## src/rtl/phase_accumulator.sv

```systemverilog
// phase_accumulator: numerically controlled phase generator feeding the dds
// phase input. One output phase is produced per ce cycle. Each sample is the
// accumulator plus a phase offset, with optional LFSR dither below the
// truncation point, truncated to PHASE_DW.
//
// Ports:
//   clk                  clock
//   reset                synchronous reset, active-high
//   ce                   sample strobe, one output phase per ce cycle
//   sync                 clears the accumulator (phase restart)
//   s_axis_cfg_tdata     {phase_offset, freq_word}, each ACC_DW bits
//   s_axis_cfg_tvalid    config valid
//   s_axis_cfg_tready    config ready
//   m_axis_phase_tdata   unsigned phase, full scale = 2*pi
//   m_axis_phase_tvalid  phase valid (no backpressure)
module phase_accumulator #(
    parameter int ACC_DW    = 32,
    parameter int PHASE_DW  = 16,
    parameter int DITHER    = 0,
    parameter int DITHER_DW = 4
) (
    input  logic                  clk,
    input  logic                  reset,
    input  logic                  ce,
    input  logic                  sync,
    input  logic [2*ACC_DW-1:0]   s_axis_cfg_tdata,
    input  logic                  s_axis_cfg_tvalid,
    output logic                  s_axis_cfg_tready,
    output logic [PHASE_DW-1:0]   m_axis_phase_tdata,
    output logic                  m_axis_phase_tvalid
);

    logic [ACC_DW-1:0] acc;
    logic [ACC_DW-1:0] freq_reg;
    logic [ACC_DW-1:0] offset_reg;
    logic [ACC_DW-1:0] freq_shadow;
    logic [ACC_DW-1:0] offset_shadow;
    logic              pending;
    logic              reset_state;
    logic [15:0]       lfsr;

    logic [ACC_DW-1:0] eff_freq;
    logic [ACC_DW-1:0] eff_offset;
    logic [ACC_DW-1:0] base;
    logic [ACC_DW-1:0] dither;
    logic [ACC_DW-1:0] sum;
    logic              lfsr_fb;
    logic              cfg_fire;
    // Bits below the truncation point only matter through their carry.
    logic              sum_low_unused;

    assign s_axis_cfg_tready = !reset_state && !pending;
    assign cfg_fire          = s_axis_cfg_tvalid && s_axis_cfg_tready;
    assign sum_low_unused    = ^sum[ACC_DW-PHASE_DW-1:0];

    always_comb begin
        // A pending config takes effect on the very ce cycle that applies it.
        eff_freq   = pending ? freq_shadow   : freq_reg;
        eff_offset = pending ? offset_shadow : offset_reg;
        base       = sync ? '0 : acc;
        dither     = '0;
        if (DITHER != 0) begin
            dither[DITHER_DW-1:0] = lfsr[DITHER_DW-1:0];
        end
        sum     = base + eff_offset + dither;
        // x^16 + x^14 + x^13 + x^11 + 1, shifting left into bit 0
        lfsr_fb = lfsr[15] ^ lfsr[13] ^ lfsr[12] ^ lfsr[10];
    end

    always_ff @(posedge clk) begin
        if (reset) begin
            acc                 <= '0;
            freq_reg            <= '0;
            offset_reg          <= '0;
            freq_shadow         <= '0;
            offset_shadow       <= '0;
            pending             <= 1'b0;
            reset_state         <= 1'b1;
            lfsr                <= 16'hACE1;
            m_axis_phase_tdata  <= '0;
            m_axis_phase_tvalid <= 1'b0;
        end else begin
            reset_state <= 1'b0;
            // tready is low while pending, so a capture never coincides
            // with the ce that retires a pending config.
            if (cfg_fire) begin
                offset_shadow <= s_axis_cfg_tdata[2*ACC_DW-1:ACC_DW];
                freq_shadow   <= s_axis_cfg_tdata[ACC_DW-1:0];
                pending       <= 1'b1;
            end
            if (ce) begin
                m_axis_phase_tdata  <= sum[ACC_DW-1 -: PHASE_DW];
                m_axis_phase_tvalid <= 1'b1;
                acc                 <= base + eff_freq;
                if (pending) begin
                    freq_reg   <= freq_shadow;
                    offset_reg <= offset_shadow;
                    pending    <= 1'b0;
                end
                if (DITHER != 0) begin
                    lfsr <= {lfsr[14:0], lfsr_fb};
                end
            end else begin
                m_axis_phase_tvalid <= 1'b0;
                if (sync) begin
                    acc <= '0;
                end
            end
        end
    end

endmodule

```

## config.mk

```make
export PLATFORM = sky130hd
export DESIGN_NAME = phase_accumulator
export DESIGN_NICKNAME = d
export VERILOG_FILES = /design/src/rtl/phase_accumulator.sv
export SDC_FILE = /design/constraint.sdc
export NUM_CORES = 1
export LEC_CHECK = 0
export ABC_AREA = 1
export BUFFER_PORTS_ARGS = -buffer_cell sky130_fd_sc_hd__buf_2
export CORE_ASPECT_RATIO = 0.8
export CORE_UTILIZATION = 60
export CTS_CLUSTER_SIZE = 20
export DETAILED_ROUTE_END_ITERATION = 7
export PLACE_DENSITY = 0.82
export SYNTH_ARGS = -nofsm -noshare
export SYNTH_HDL_FRONTEND = slang
export SYNTH_SLANG_ARGS = --single-unit
```

## constraint.sdc

```tcl
create_clock -name clk -period 3.15 [get_ports clk]
set_clock_uncertainty 0.15 [all_clocks]
set_input_delay 0.7875 -clock clk [delete_from_list [all_inputs] [get_ports clk]]
set_output_delay 0.7875 -clock clk [all_outputs]
set_load 0.01 [all_outputs]
```

==> reports/metrics.cfg, run 1 <==
[outcome]
status=complete, no violations

[floorplanning]
start_util=0.617
die_h_um=122
design.core.area_mm2=0.0174
fp-row-count=43
io_pins=87
dieArea_mm2=0.0185
die_w_um=152

[clock_network]
post_cts_resized=0
clk_pin_slew_worst_paths_ns=0.08
clkSinkCount=179
cts_tree=yes
cts_root_buf=clkbuf_16
numCtsBuffers=17
htree_levels=4
cts_buffer_depth=2
clk_latency_ns=0.44
holdBufCountCts=0

[setup_path]
crit_type=register to register
r2r_cells=11
crit_buf_inv=0
worstSetupEndpointType=register
r2r_start=pending$_SDFF_PP0_
critPathCapture=acc[10]$_SDFF_PP0_
crit_arrival_ns=3.04
critPathTopFamily=adder cells
crit_slowest_cell=dfxtp_4
crit_path_max_fanout=21
rr_endpoint=acc[10]$_SDFF_PP0_
worstPathCellList=o21ai_0 > ha_1 > fa_1 > nand2_1 > nand3_1 > nand3b_1 > nand2_1 > a21o_1 > or2_2 > nand3_1 > o21ai_0
cp-startpoint=pending$_SDFF_PP0_
regToRegSetupSlack_ns=0.27
startpoint_type=register
cp.required_ns=3.31
cpPeakStageDelay_ns=0.54
cp_num_cells=11

[synthesis]
syn-cell-area_mm2=0.0108
muxShareOfSynthArea=0.000931
synth_compound_area_frac=0.186
ys_warn_count=0
synth_xor_area_frac=0.00570
synth.net_count=1849
netlist_instances=1718
synth_top_cell_area_share=0.333
synth_top_family_by_area=simple AND/OR/NAND/NOR gates
synth_top_area_cell=dfxtp_1
synth.distinct_cells=37
ys_seq_elements=179
syn_avg_cell_area_um2=6.26
synthAdderAreaFrac=0.0728
synth_simple_gate_area_frac=0.298
yosysSeqAreaShare=0.333
synth_area_leaders=dfxtp_1 33%, nand2_1 14%, o21ai_0 11%, nor2_1 9.4%, inv_1 7.6%

[final_layout]
drive_gt1_frac=0.102
n_antenna_cell=0
area_growth_pct=13.7
final_nets=1934
stdcell_area_mm2=0.0122

[drt]
vias=11178
viasPerCell=5.48
ant_nets=0
drt_iter0_markers=810
drc=0
dr.pass1.iters=5
wirelength_um=31600
wl_per_cell_um=15.5

[sta]
fin_ws_ns=0.271
finalMaxSlewViolations=0
holdWs_ns=0.323
fin_crit_sh=0.914
worst-slew-pin-transition_ns=0.678
rsz0062_at_grt=false
post-route-min-period_ns=2.88
report.final.hold_viol_count=0
finalSetupViolCount=0
slew_headroom=0.548
fin_tns_setup_ns=0
max_freq_ghz=0.347

[grt]
grt_start_max_net_pins=74
grt_pass1_vias=9695
antenna_found_initial=0
grt_pass1_wl_um=49100
overflow=0
grt_usage=0.346

[pwr]
powerDensity_mw_per_mm2=427
leakagePower_uw=0.00564
vdd_ir_drop_max_uv=296
pwr-share-comb=0.114
clkPwrFrac=0.424
power.switching_uw=1500
p_sw_frac=0.287
seqPwrFrac=0.462
p_int_uw=3720

[place]
gp_congestion=0.994
io_buffers=86
placed_area_mm2=0.0116
hpwl_um=23900
pre_cts_ws_ns=0.0395

[run]
max_cap_viol_count=0

[worst_hold_path]
hold_path_class=register to register

## worst min-delay path, cell delays in order, from the launching register on
cell and delay (ns):
dfxtp_1 0.30, inv_1 0.05, o21ai_0 0.07
## repair_timing
| item | 4_1_cts | 5_1_grt |
|---|---|---|
| endpoints found under the hold margin | 0 | 0 |
| setup buffers | 0 | 1 |
| endpoints found under the setup margin | 0 | 1 |
## placed cells by master (no fill, tap or decap), drive strengths merged, types with 11 or more instances in the layout
| master | count |
|---|---|
| a21oi | 102 |
| buf | 129 |
| clkbuf | 18 |
| dfxtp | 179 |
| ha | 61 |
| inv | 229 |
| nand2 | 417 |
| nand3 | 77 |
| nor2 | 274 |
| nor3 | 15 |
| o21ai | 249 |
| o21bai | 11 |
## power groups by stage
| stage | combinational [µW] | sequential, µW | clock (µW) |
|---|---|---|---|
| 3_3_place_gp | 563 | 2460 | 0 |
| 6_report | 592 | 2410 | 2220 |
| 3_5_place_dp | 578 | 2470 | 0 |
| 2_1_floorplan | 371 | 2450 | 0 |
| 5_1_grt | 661 | 2420 | 2310 |
| 4_1_cts | 580 | 2410 | 2230 |
## cell type report
cell class / instances / area (µm²)
Timing Repair Buffer: 129 / 823
Tap cell: 225 / 282
Clock inverter: 14 / 186
Fill cell: 1566 / 5210
Inverter: 223 / 840
Clock buffer: 18 / 429
Sequential cell: 179 / 3590
Multi-Input combinational cell: 1253 / 6070
## logic make-up after synthesis
family                     Yosys count
muxes                                1
DFF                                179
buffers and inverters              286
xor gates and xnor gates             7
and+or+nand+nor                    799
AOI/OAI and AO/OA                  384
adders and majority gates           62
## cells in the mapped netlist
library cell	n
a21boi_0	1
a21o_1	6
a21oi_1	102
a31oi_1	3
a32o_1	3
and2_1	2
buf_1	4
buf_2	15
buf_6	1
clkbuf_1	43
dfxtp_1	179
fa_1	1
ha_1	61
inv_1	217
inv_2	5
inv_4	1
mux2i_1	1
nand2_1	412
nand2_2	2
nand2_4	3
nand3_1	74
nand3_2	3
nand3b_1	1
nand4_1	7
nor2_1	270
nor2_2	4
nor3_1	15
nor4_1	2
o211ai_1	1
o21a_1	5
o21ai_0	243
o21ai_1	6
o21bai_1	11
o22ai_1	3
or2_2	4
xnor2_1	3
xor2_1	4
## routing by layer
| metal | GRT usage | part of all wire | up-vias |
|---|---|---|---|
| met5 | 0 | 0 | - |
| met2 | 0.553 | 0.44 | 378 |
| met1 | 0.486 | 0.47 | 5087 |
| met3 | 0.0521 | 0.070 | 36 |
| met4 | 0.0903 | 0.019 | 0 |
| li1 | - | - | 5677 |
## worst min-delay path by stage
stage | startpoint | end | slack, ns | cells past startpoint
2_1_floorplan | freq_reg[27]$_SDFFE_PP0P_ | freq_reg[27]$_SDFFE_PP0P_ | 0.28 | 2
3_3_place_gp | freq_reg[27]$_SDFFE_PP0P_ | freq_reg[27]$_SDFFE_PP0P_ | 0.30 | 2
3_5_place_dp | freq_reg[3]$_SDFFE_PP0P_ | freq_reg[3]$_SDFFE_PP0P_ | 0.31 | 2
4_1_cts | freq_reg[3]$_SDFFE_PP0P_ | freq_reg[3]$_SDFFE_PP0P_ | 0.33 | 2
5_1_grt | freq_reg[25]$_SDFFE_PP0P_ | freq_reg[25]$_SDFFE_PP0P_ | 0.34 | 2
6_report | freq_reg[8]$_SDFFE_PP0P_ | freq_reg[8]$_SDFFE_PP0P_ | 0.32 | 2
## per-stage QoR
| step | total power (µW) | util | instances |
|---|---|---|---|
| after global routing | 5400 | 0.701 | 2041 |
| after CTS | 5220 | 0.700 | 2040 |
| after global placement | 3020 | 0.665 | 2008 |
| final | 5220 | 0.701 | 2041 |
| after floorplan | 2830 | - | 1718 |
| after detailed placement | 3040 | 0.665 | 2008 |
(Power assumes the default switching activity.)
==> run 2, diff against run 1 <==
- CORE_ASPECT_RATIO: 0.8 -> unset
- SLEW_MARGIN: unset -> 20
==> reports/metrics.cfg, run 2 (synthesis results as in run 1) <==
[outcome]
status=complete, no violations

[sta]
finalSetupViolCount=0
report.final.hold_viol_count=0
worst-slew-pin-transition_ns=0.823
slew_headroom=0.446
fin_crit_sh=0.920
post-route-min-period_ns=2.90
fin_tns_setup_ns=0
max_freq_ghz=0.345
finalMaxSlewViolations=0
rsz0062_at_grt=false

[setup_path]
r2r_start=pending$_SDFF_PP0_
crit_slowest_cell=dfxtp_4
critPathTopFamily=compound AO/OA/AOI/OAI gates
crit_path_max_fanout=28
worstSetupEndpointType=register
startpoint_type=register
cp-startpoint=pending$_SDFF_PP0_
worstPathCellList=buf_12 > buf_4 > o21ai_1 > ha_1 > a21oi_1 > o21ai_0 > a21oi_1 > nor2_1 > nor2_1 > a21oi_1 > nor2_1 > nor2_1
cp.required_ns=3.32
crit_buf_inv=2
crit_arrival_ns=3.07
crit_top_cell=nor2_1
cpPeakStageDelay_ns=0.56
crit_type=register to register

[grt]
grt_usage=0.334
grt_start_max_net_pins=69
overflow=0
grt_pass1_vias=9950
antenna_found_initial=0
grt_pass1_wl_um=48200

[floorplanning]
io_pins=87
start_util=0.617
dieArea_mm2=0.0185
design.core.area_mm2=0.0174
die_w_um=136
fp-row-count=48
die_h_um=136

[final_layout]
n_antenna_cell=0
stdcell_count=2028
final_cell_mix=411 x nand2_1, 270 x nor2_1, 242 x o21ai_0
stdcell_area_mm2=0.0121
final_nets=1922
final_common_cell=nand2_1
area_growth_pct=12.3
drive_gt1_frac=0.0954

[place]
dp_cells=1996
io_buffers=86
gp_congestion=1.02
hpwl_um=22900
placed_area_mm2=0.0115

[clock_network]
cts_buffer_depth=2
cts_tree=yes
clk_pin_slew_worst_paths_ns=0.07
htree_levels=4
clkSinkCount=179
clk_latency_ns=0.44
cts_root_buf=clkbuf_16
numCtsBuffers=17

[pwr]
powerDensity_mw_per_mm2=416
leakagePower_uw=0.00555
vdd_ir_drop_max_uv=404

[worst_hold_path]
hold_path_class=register to register
min_from=offset_reg[13]$_SDFFE_PP0P_

[drt]
vias=10993
wirelength_um=29900
wl_per_cell_um=14.7
viasPerCell=5.42
dr.pass1.iters=6
ant_nets=0
drt_iter0_markers=773
drc=0

[run]
max_cap_viol_count=0

run 2: cell count changes in the layout (fill, tap and decap cells not counted), moves of 2 or more:
cell and delta:
inv_8 -4, buf_4 -12, clkbuf_8 +3, inv_6 +4, clkinv_8 -4, clkinvlp_4 +2
run 2: area by class of cell:
cell class                      count  area (µm²)
Multi-Input combinational cell   1253        6070
Fill cell                        1597        5340
Sequential cell                   179        3590
Inverter                          223         840
Timing Repair Buffer              117         733
Clock buffer                       21         470
Tap cell                          225         282
Clock inverter                     10        87.6
run 2: repair_timing:
action                                  in CTS  in global routing
endpoints found under the setup margin       0                 13
resized for setup                            0                  1
hold buffers                                 0                  0
buffers inserted                             0                  1
run 2: path summary, 6_finish.rpt:
path,to,slack (ns),cells past startpoint
worst max register to register,m_axis_phase_tdata[9]$_SDFFE_PP0P_,0.25,12
worst max-delay path,m_axis_phase_tdata[9]$_SDFFE_PP0P_,0.25,12
worst min-delay path,offset_reg[13]$_SDFFE_PP0P_,0.32,2
worst min register to register,offset_reg[13]$_SDFFE_PP0P_,0.32,2
run 2: report_power, final:
part / internal [µW] / switching [µW]
Combinational: 205 / 366
Sequential: 2360 / 49.7
Clock: 1090 / 954
run 2: routing by layer:
layer / vias to the layer above / GRT usage / part of all wire
met4: 0 / 0.163 / 0.042
met2: 340 / 0.543 / 0.45
met1: 4934 / 0.423 / 0.45
met3: 74 / 0.0645 / 0.061
met5: - / 0 / 0
li1: 5645 / - / -
run 2: stage by stage:
step                      hold slack, ns  setup WS (ns)   util  total power, µW
after floorplan                    0.285          0.402      -             2830
after global placement             0.299         0.0830  0.660             3010
after detailed placement           0.310         0.0341  0.660             3020
after CTS                          0.324          0.113  0.692             5060
after global routing               0.338         0.0176  0.693             5230
final                              0.321          0.253  0.693             5030
run 2: tightest hold or removal path, stage by stage, from the launching register on:
cell     delay (ns)
dfxtp_1        0.30
inv_1          0.05
o21ai_0        0.07
